`src/rtl/dds_signal_generator.sv`:
```
// DDS waveform core: phase accumulator with sine ROM lookup or computed saw/square/triangle,
// amplitude scaling, sample-rate divider and shadowed configuration with wrap-synchronous commit.
module dds_signal_generator #(
  parameter int ACC_W  = 32,
  parameter int LUT_AW = 9,
  parameter int DATA_W = 8,
  parameter int AMP_W  = 4,
  parameter int DIV_W  = 16
) (
  input  logic                     clk,
  input  logic                     rst_n,
  input  logic                     cfg_valid,
  output logic                     cfg_ready,
  input  logic [2:0]               cfg_addr,
  input  logic [ACC_W-1:0]         cfg_data,
  output logic [LUT_AW-1:0]        rom_addr,
  input  logic [DATA_W-1:0]        rom_data,
  output logic                     sample_valid,
  output logic [DATA_W+AMP_W-1:0]  wave_out,
  output logic                     commit_pending
);

  localparam int                OUT_W     = DATA_W + AMP_W;
  localparam logic [ACC_W-1:0]  FTW_RST   = ACC_W'(1);
  localparam logic [AMP_W-1:0]  AMP_RST   = AMP_W'(1);
  localparam logic [LUT_AW-1:0] DUTY_RST  = LUT_AW'(1) << (LUT_AW - 1);
  localparam logic [DATA_W-1:0] FULL      = '1;
  localparam logic [1:0]        WAVE_SINE = 2'd0;
  localparam logic [1:0]        WAVE_SAW  = 2'd1;
  localparam logic [1:0]        WAVE_SQR  = 2'd2;

  logic [ACC_W-1:0]  r_sh_ftw, r_sh_phase, r_ftw, r_phase;
  logic [AMP_W-1:0]  r_sh_amp, r_amp;
  logic [1:0]        r_sh_wave, r_wave;
  logic [DIV_W-1:0]  r_sh_div, r_div;
  logic [LUT_AW-1:0] r_sh_duty, r_duty;
  logic              r_pending, r_pend_clr;
  logic [ACC_W-1:0]  r_acc;
  logic [DIV_W-1:0]  r_cnt;

  logic              r_v1, r_v2, r_sample_valid;
  logic [LUT_AW-1:0] r_rom_addr, r_p2;
  logic [1:0]        r_wave1, r_wave2;
  logic [LUT_AW-1:0] r_duty1, r_duty2;
  logic [AMP_W-1:0]  r_amp1, r_amp2;
  logic [OUT_W-1:0]  r_wave_out;

  logic              w_tick, w_wr, w_wrap, w_apply_imm, w_apply_def, w_apply, w_clr;
  logic [ACC_W:0]    w_sum;
  logic [LUT_AW-1:0] w_idx;
  logic [DATA_W-1:0] w_sample;
  logic [OUT_W-1:0]  w_prod;

  assign w_tick      = (r_cnt == '0);
  assign w_wr        = cfg_valid && !r_pending;
  assign w_sum       = {1'b0, r_acc} + {1'b0, r_ftw};
  assign w_wrap      = w_tick && w_sum[ACC_W];
  assign w_idx       = LUT_AW'((r_acc + r_phase) >> (ACC_W - LUT_AW));
  assign w_apply_imm = w_wr && (cfg_addr == 3'd6) && !cfg_data[0];
  assign w_apply_def = r_pending && w_wrap;
  assign w_apply     = w_apply_imm || w_apply_def;
  assign w_clr       = w_apply_imm ? cfg_data[1] : r_pend_clr;

  always_ff @(posedge clk or negedge rst_n) begin
    if (!rst_n) begin
      r_sh_ftw   <= FTW_RST;
      r_sh_phase <= '0;
      r_sh_amp   <= AMP_RST;
      r_sh_wave  <= WAVE_SINE;
      r_sh_div   <= '0;
      r_sh_duty  <= DUTY_RST;
      r_pending  <= 1'b0;
      r_pend_clr <= 1'b0;
    end else begin
      if (w_wr) begin
        case (cfg_addr)
          3'd0: r_sh_ftw   <= cfg_data;
          3'd1: r_sh_phase <= cfg_data;
          3'd2: r_sh_amp   <= cfg_data[AMP_W-1:0];
          3'd3: r_sh_wave  <= cfg_data[1:0];
          3'd4: r_sh_div   <= cfg_data[DIV_W-1:0];
          3'd5: r_sh_duty  <= cfg_data[LUT_AW-1:0];
          3'd6: begin
            if (cfg_data[0]) begin
              r_pending  <= 1'b1;
              r_pend_clr <= cfg_data[1];
            end
          end
          default: ;
        endcase
      end
      if (w_apply_def) r_pending <= 1'b0;
    end
  end

  always_ff @(posedge clk or negedge rst_n) begin
    if (!rst_n) begin
      r_ftw   <= FTW_RST;
      r_phase <= '0;
      r_amp   <= AMP_RST;
      r_wave  <= WAVE_SINE;
      r_div   <= '0;
      r_duty  <= DUTY_RST;
    end else if (w_apply) begin
      r_ftw   <= r_sh_ftw;
      r_phase <= r_sh_phase;
      r_amp   <= r_sh_amp;
      r_wave  <= r_sh_wave;
      r_div   <= r_sh_div;
      r_duty  <= r_sh_duty;
    end
  end

  // A clear on apply wins over the add of the same cycle; the add always uses the old FTW.
  always_ff @(posedge clk or negedge rst_n) begin
    if (!rst_n) begin
      r_acc <= '0;
      r_cnt <= '0;
    end else begin
      if (w_tick) r_cnt <= r_div;
      else        r_cnt <= r_cnt - DIV_W'(1);
      if (w_apply && w_clr) r_acc <= '0;
      else if (w_tick)      r_acc <= w_sum[ACC_W-1:0];
    end
  end

  always_ff @(posedge clk or negedge rst_n) begin
    if (!rst_n) begin
      r_v1           <= 1'b0;
      r_v2           <= 1'b0;
      r_sample_valid <= 1'b0;
      r_rom_addr     <= '0;
      r_p2           <= '0;
      r_wave1        <= '0;
      r_wave2        <= '0;
      r_duty1        <= '0;
      r_duty2        <= '0;
      r_amp1         <= '0;
      r_amp2         <= '0;
      r_wave_out     <= '0;
    end else begin
      r_v1 <= w_tick;
      if (w_tick) begin
        r_rom_addr <= w_idx;
        r_wave1    <= r_wave;
        r_duty1    <= r_duty;
        r_amp1     <= r_amp;
      end
      r_v2 <= r_v1;
      if (r_v1) begin
        r_p2    <= r_rom_addr;
        r_wave2 <= r_wave1;
        r_duty2 <= r_duty1;
        r_amp2  <= r_amp1;
      end
      r_sample_valid <= r_v2;
      if (r_v2) r_wave_out <= w_prod;
    end
  end

  // Computed waves are held one extra stage so they line up with the ROM read.
  always_comb begin
    w_sample = '0;
    case (r_wave2)
      WAVE_SINE: w_sample = rom_data;
      WAVE_SAW:  w_sample = r_p2[LUT_AW-1 -: DATA_W];
      WAVE_SQR:  w_sample = (r_p2 < r_duty2) ? FULL : '0;
      default:   w_sample = r_p2[LUT_AW-1] ? ~r_p2[LUT_AW-2 -: DATA_W] : r_p2[LUT_AW-2 -: DATA_W];
    endcase
  end

  assign w_prod         = OUT_W'(w_sample) * OUT_W'(r_amp2);
  assign cfg_ready      = !r_pending;
  assign commit_pending = r_pending;
  assign rom_addr       = r_rom_addr;
  assign sample_valid   = r_sample_valid;
  assign wave_out       = r_wave_out;

endmodule
```
`config.mk`:
```
export PLATFORM = sky130hd
export DESIGN_NAME = dds_signal_generator
export DESIGN_NICKNAME = d
export VERILOG_FILES = /design/src/rtl/dds_signal_generator.sv
export SDC_FILE = /design/constraint.sdc
export NUM_CORES = 1
export LEC_CHECK = 0
export CAP_MARGIN = 20
export CORE_UTILIZATION = 35
export CTS_CLUSTER_SIZE = 28
export DETAILED_ROUTE_END_ITERATION = 6
export SETUP_SLACK_MARGIN = 0.5
export SYNTH_ARGS = -nofsm -noshare
export SYNTH_HDL_FRONTEND = slang
export SYNTH_SLANG_ARGS = --single-unit
```
`constraint.sdc`:
```
create_clock -name clk -period 4.55 [get_ports clk]
set_clock_uncertainty 0.1 [all_clocks]
set_input_delay 0.91 -clock clk [delete_from_list [all_inputs] [get_ports clk]]
set_output_delay 0.91 -clock clk [all_outputs]
set_load 0.05 [all_outputs]
```
==> reports/metrics.cfg <==
[layout]
antennaDiodeCount = 0
fin_cells = 2071
fin_nets = 1601
final_cell_mix = 297 x dfrtp_1, 163 x mux2_2, 137 x nand2_1
final_area_mm2 = 0.0187
fillCellCount = 4220
area_growth_pct = 18.4
drive_gt1_frac = 0.250
layout_commonest_cell = dfrtp_1

[synthesis]
ys_types = 66
netlist_area_mm2 = 0.0158
synth-edff-count = 0
synth.yosys.seq_area_share = 0.481
synth_warnings = 0
async_flop_share = 1.00
dominantRegCellSynth = dfrtp_1
post_synth.cell_area_avg_um2 = 11.6
syn_nets = 1503
synth-seq-cells = 303
postSynthCellCount = 1357

[global_routing]
grt_pass1_wl_mm = 58.2
grt-ovfl-total = 0
grt_antenna_before_repair = 0
grt_pass1_vias = 11000
grt_max_degree = 115
track_usage = 0.156

[sta]
slew_viol_final = 0
rsz0062_at_grt = yes
fmax_ghz = 0.218
fin_crit_ns = 4.60
hold_slack_ns = 0.237
hold_violations = 0
setup_violations = 2
timing.final.crit_share = 1.01
tns_ns = -0.0543
worst_pin_slew_ns = 0.645
relSlewSlack = 0.570
finalWorstSetupSlack_ns = -0.0460

[critical_path]
arrival_ns = 4.90
crit_path_max_incr_delay_ns = 0.54
crit_path_end_kind = flip-flop
slowest_stage = fa_1
path_cells = ha_1, a21o_1, a21o_1, a21oi_2, o21ai_1, a21oi_2, mux4_2, nand2_2, fa_1, inv_1, fa_1, ha_1, a21o_1, a21oi_2, o21ai_1, a21oi_2, o21ai_2, a21oi_2, xnor2_1, mux2_4
crit_top_cell = a21oi_2
required_ns = 4.85
crit_path_max_fanout = 5
startpoint_type = flip-flop
criticalPathCategory = reg2reg

[worst_hold_path]
hp-class = in2async

[place]
gp_congestion = 0.837
place_area_mm2 = 0.0173
portBuffers = 69
placedCellCount = 2001
place_hpwl_mm = 24.2

[routing]
first_pass_iters = 5
vias = 10600
wl_per_cell_um = 16.7
wl_mm = 34.7
drtIter0Drc = 585
vias_per_cell = 5.11
ant_nets = 0
drc = 0

[status]
failed_checks = negative setup slack
status = finished, violations left

[floorplanning]
dieWidth_um = 214
coreArea_mm2 = 0.0443
die_area_mm2 = 0.0459
ios = 70
num_rows = 77
die_h_um = 214
initial_core_util = 0.356

[power_and_ir_drop]
power.density_mw_per_mm2 = 305
ir_drop_mv = 0.200
p_leak_uw = 0.00928
p_total_uw = 5700

[clock_tree]
cts_tree = built
ctsHoldBuffers = 0
htreeDepth = 2
clock_sinks = 303
cts_buffers = 36
cts_buffer_depth = 3
clockRootBuffer = clkbuf_16
clk_pin_slew_ns = 0.06
clk_latency_ns = 0.54

[run]
drv_cap = 0

## cells in the mapped netlist, types with 3 or more instances
master	instances	area (um^2)
nand2_1	139	522
a211o_1	7	61.3
o31ai_1	7	52.6
ha_1	87	1090
a41oi_1	3	26.3
nand3b_1	3	22.5
xor2_1	24	210
nor2b_1	7	43.8
o221ai_1	5	43.8
o211ai_1	9	67.6
o21ai_0	52	260
nor3_1	13	65.1
inv_1	50	188
a21o_1	41	308
buf_6	6	67.6
and2_1	24	150
buf_2	9	45.0
o21bai_1	5	37.5
dfrtp_1	297	7430
mux2_2	164	1850
a21boi_0	3	22.5
a21oi_1	73	365
mux4_2	7	158
nand3_1	22	110
fa_1	13	260
a31oi_1	19	119
nor3b_1	7	52.6
o21a_1	8	60.1
and3_1	11	68.8
a211oi_1	10	75.1
nand2b_1	3	18.8
nor2_1	57	214
mux2_4	50	751
buf_1	8	30.0
dfstp_2	6	158
clkbuf_1	30	113
or4_1	3	22.5
or3_1	9	56.3
nand4_1	8	50.1
nor4_1	3	18.8
xnor2_1	22	193
## through the flow
step / setup WS [ns] / util
finish: -0.0460 / 0.421
global route: -0.244 / 0.421
CTS: -0.0338 / 0.421
detailed placement: -0.272 / 0.391
global placement: -0.168 / 0.391
floorplan: 0.160 / -
## routing by layer
metal,global-route usage,part of all wire,wire (um)
met3,0.0296,0.036,1260
met1,0.205,0.47,16100
met4,0.0419,0.022,776
met2,0.261,0.48,16500
met5,0,0,0
## worst paths after layout
path                                       start                  endpoint  slack (ns)  cells past startpoint
max                          r_p2[1]$_DFFE_PN0P_   wave_out[9]$_DFFE_PN0P_       -0.05                     20
max reg2reg                  r_p2[1]$_DFFE_PN0P_   wave_out[9]$_DFFE_PN0P_       -0.05                     20
min reg2reg                r_duty[4]$_DFFE_PN0P_    r_duty1[4]$_DFFE_PN0P_        0.36                      2
max in group asynchronous                  rst_n        r_cnt[2]$_DFF_PN0_        2.99                      2
min                                        rst_n  r_sh_ftw[29]$_DFFE_PN0P_        0.24                      1
min in group clk           r_duty[4]$_DFFE_PN0P_    r_duty1[4]$_DFFE_PN0P_        0.36                      2
## registers in the layout (all words and copies together), names as in the netlist, 12 cells and up
name	cells
r_sh_ftw	32
r_sh_div	16
r_sh_phase	32
r_ftw	32
r_cnt	16
r_div	16
r_acc	32
r_phase	32
wave_out	12
## power breakdown
part           total, uW  internal, uW  switching (uW)
combinational        135          53.1            81.7
clock               2860          1730            1120
sequential          2710          2710            4.96
total               5700          4490            1210
## cell families after synthesis
group / Yosys count / share of synthesized area
AOI/OAI and AO/OA: 260 / 0.106
xor gates and xnor gates: 46 / 0.0256
buffers and inverters: 103 / 0.0281
and+or+nand+nor: 322 / 0.0974
DFF: 303 / 0.481
muxes: 223 / 0.176
adders and majority gates: 100 / 0.0855
## layout make-up
| type | instances | area [um^2] | area share |
|---|---|---|---|
| clock buffer | 53 | 1070 | 0.0571 |
| clock inverter | 9 | 108 | 0.00576 |
| inverter | 50 | 188 | 0.0101 |
| multi-input combinational | 951 | 7870 | 0.421 |
| sequential | 303 | 7590 | 0.406 |
| tap | 592 | 741 | 0.0397 |
| timing repair buffer | 113 | 1110 | 0.0596 |
## timing repair
action                                 CTS  global route
setup buffers                            7             1
endpoints found under the hold margin    0             0
pin swaps                               17             6
resized for setup                       15             5
setup endpoints to repair               92            44
## worst max-delay path: cells and delay by family, from the launching register on
kind                     cells  cell delay (ns)
flip-flops                   1             0.38
multiplexers                 2             0.56
buffers and inverters        1             0.05
AO/OA/AOI/OAI               11             1.65
XOR/XNOR                     1             0.07
AND/OR/NAND/NOR              1             0.06
adder cells (fa/ha/maj)      4             1.59
Note: power is estimated with default switching activity, not from simulation.
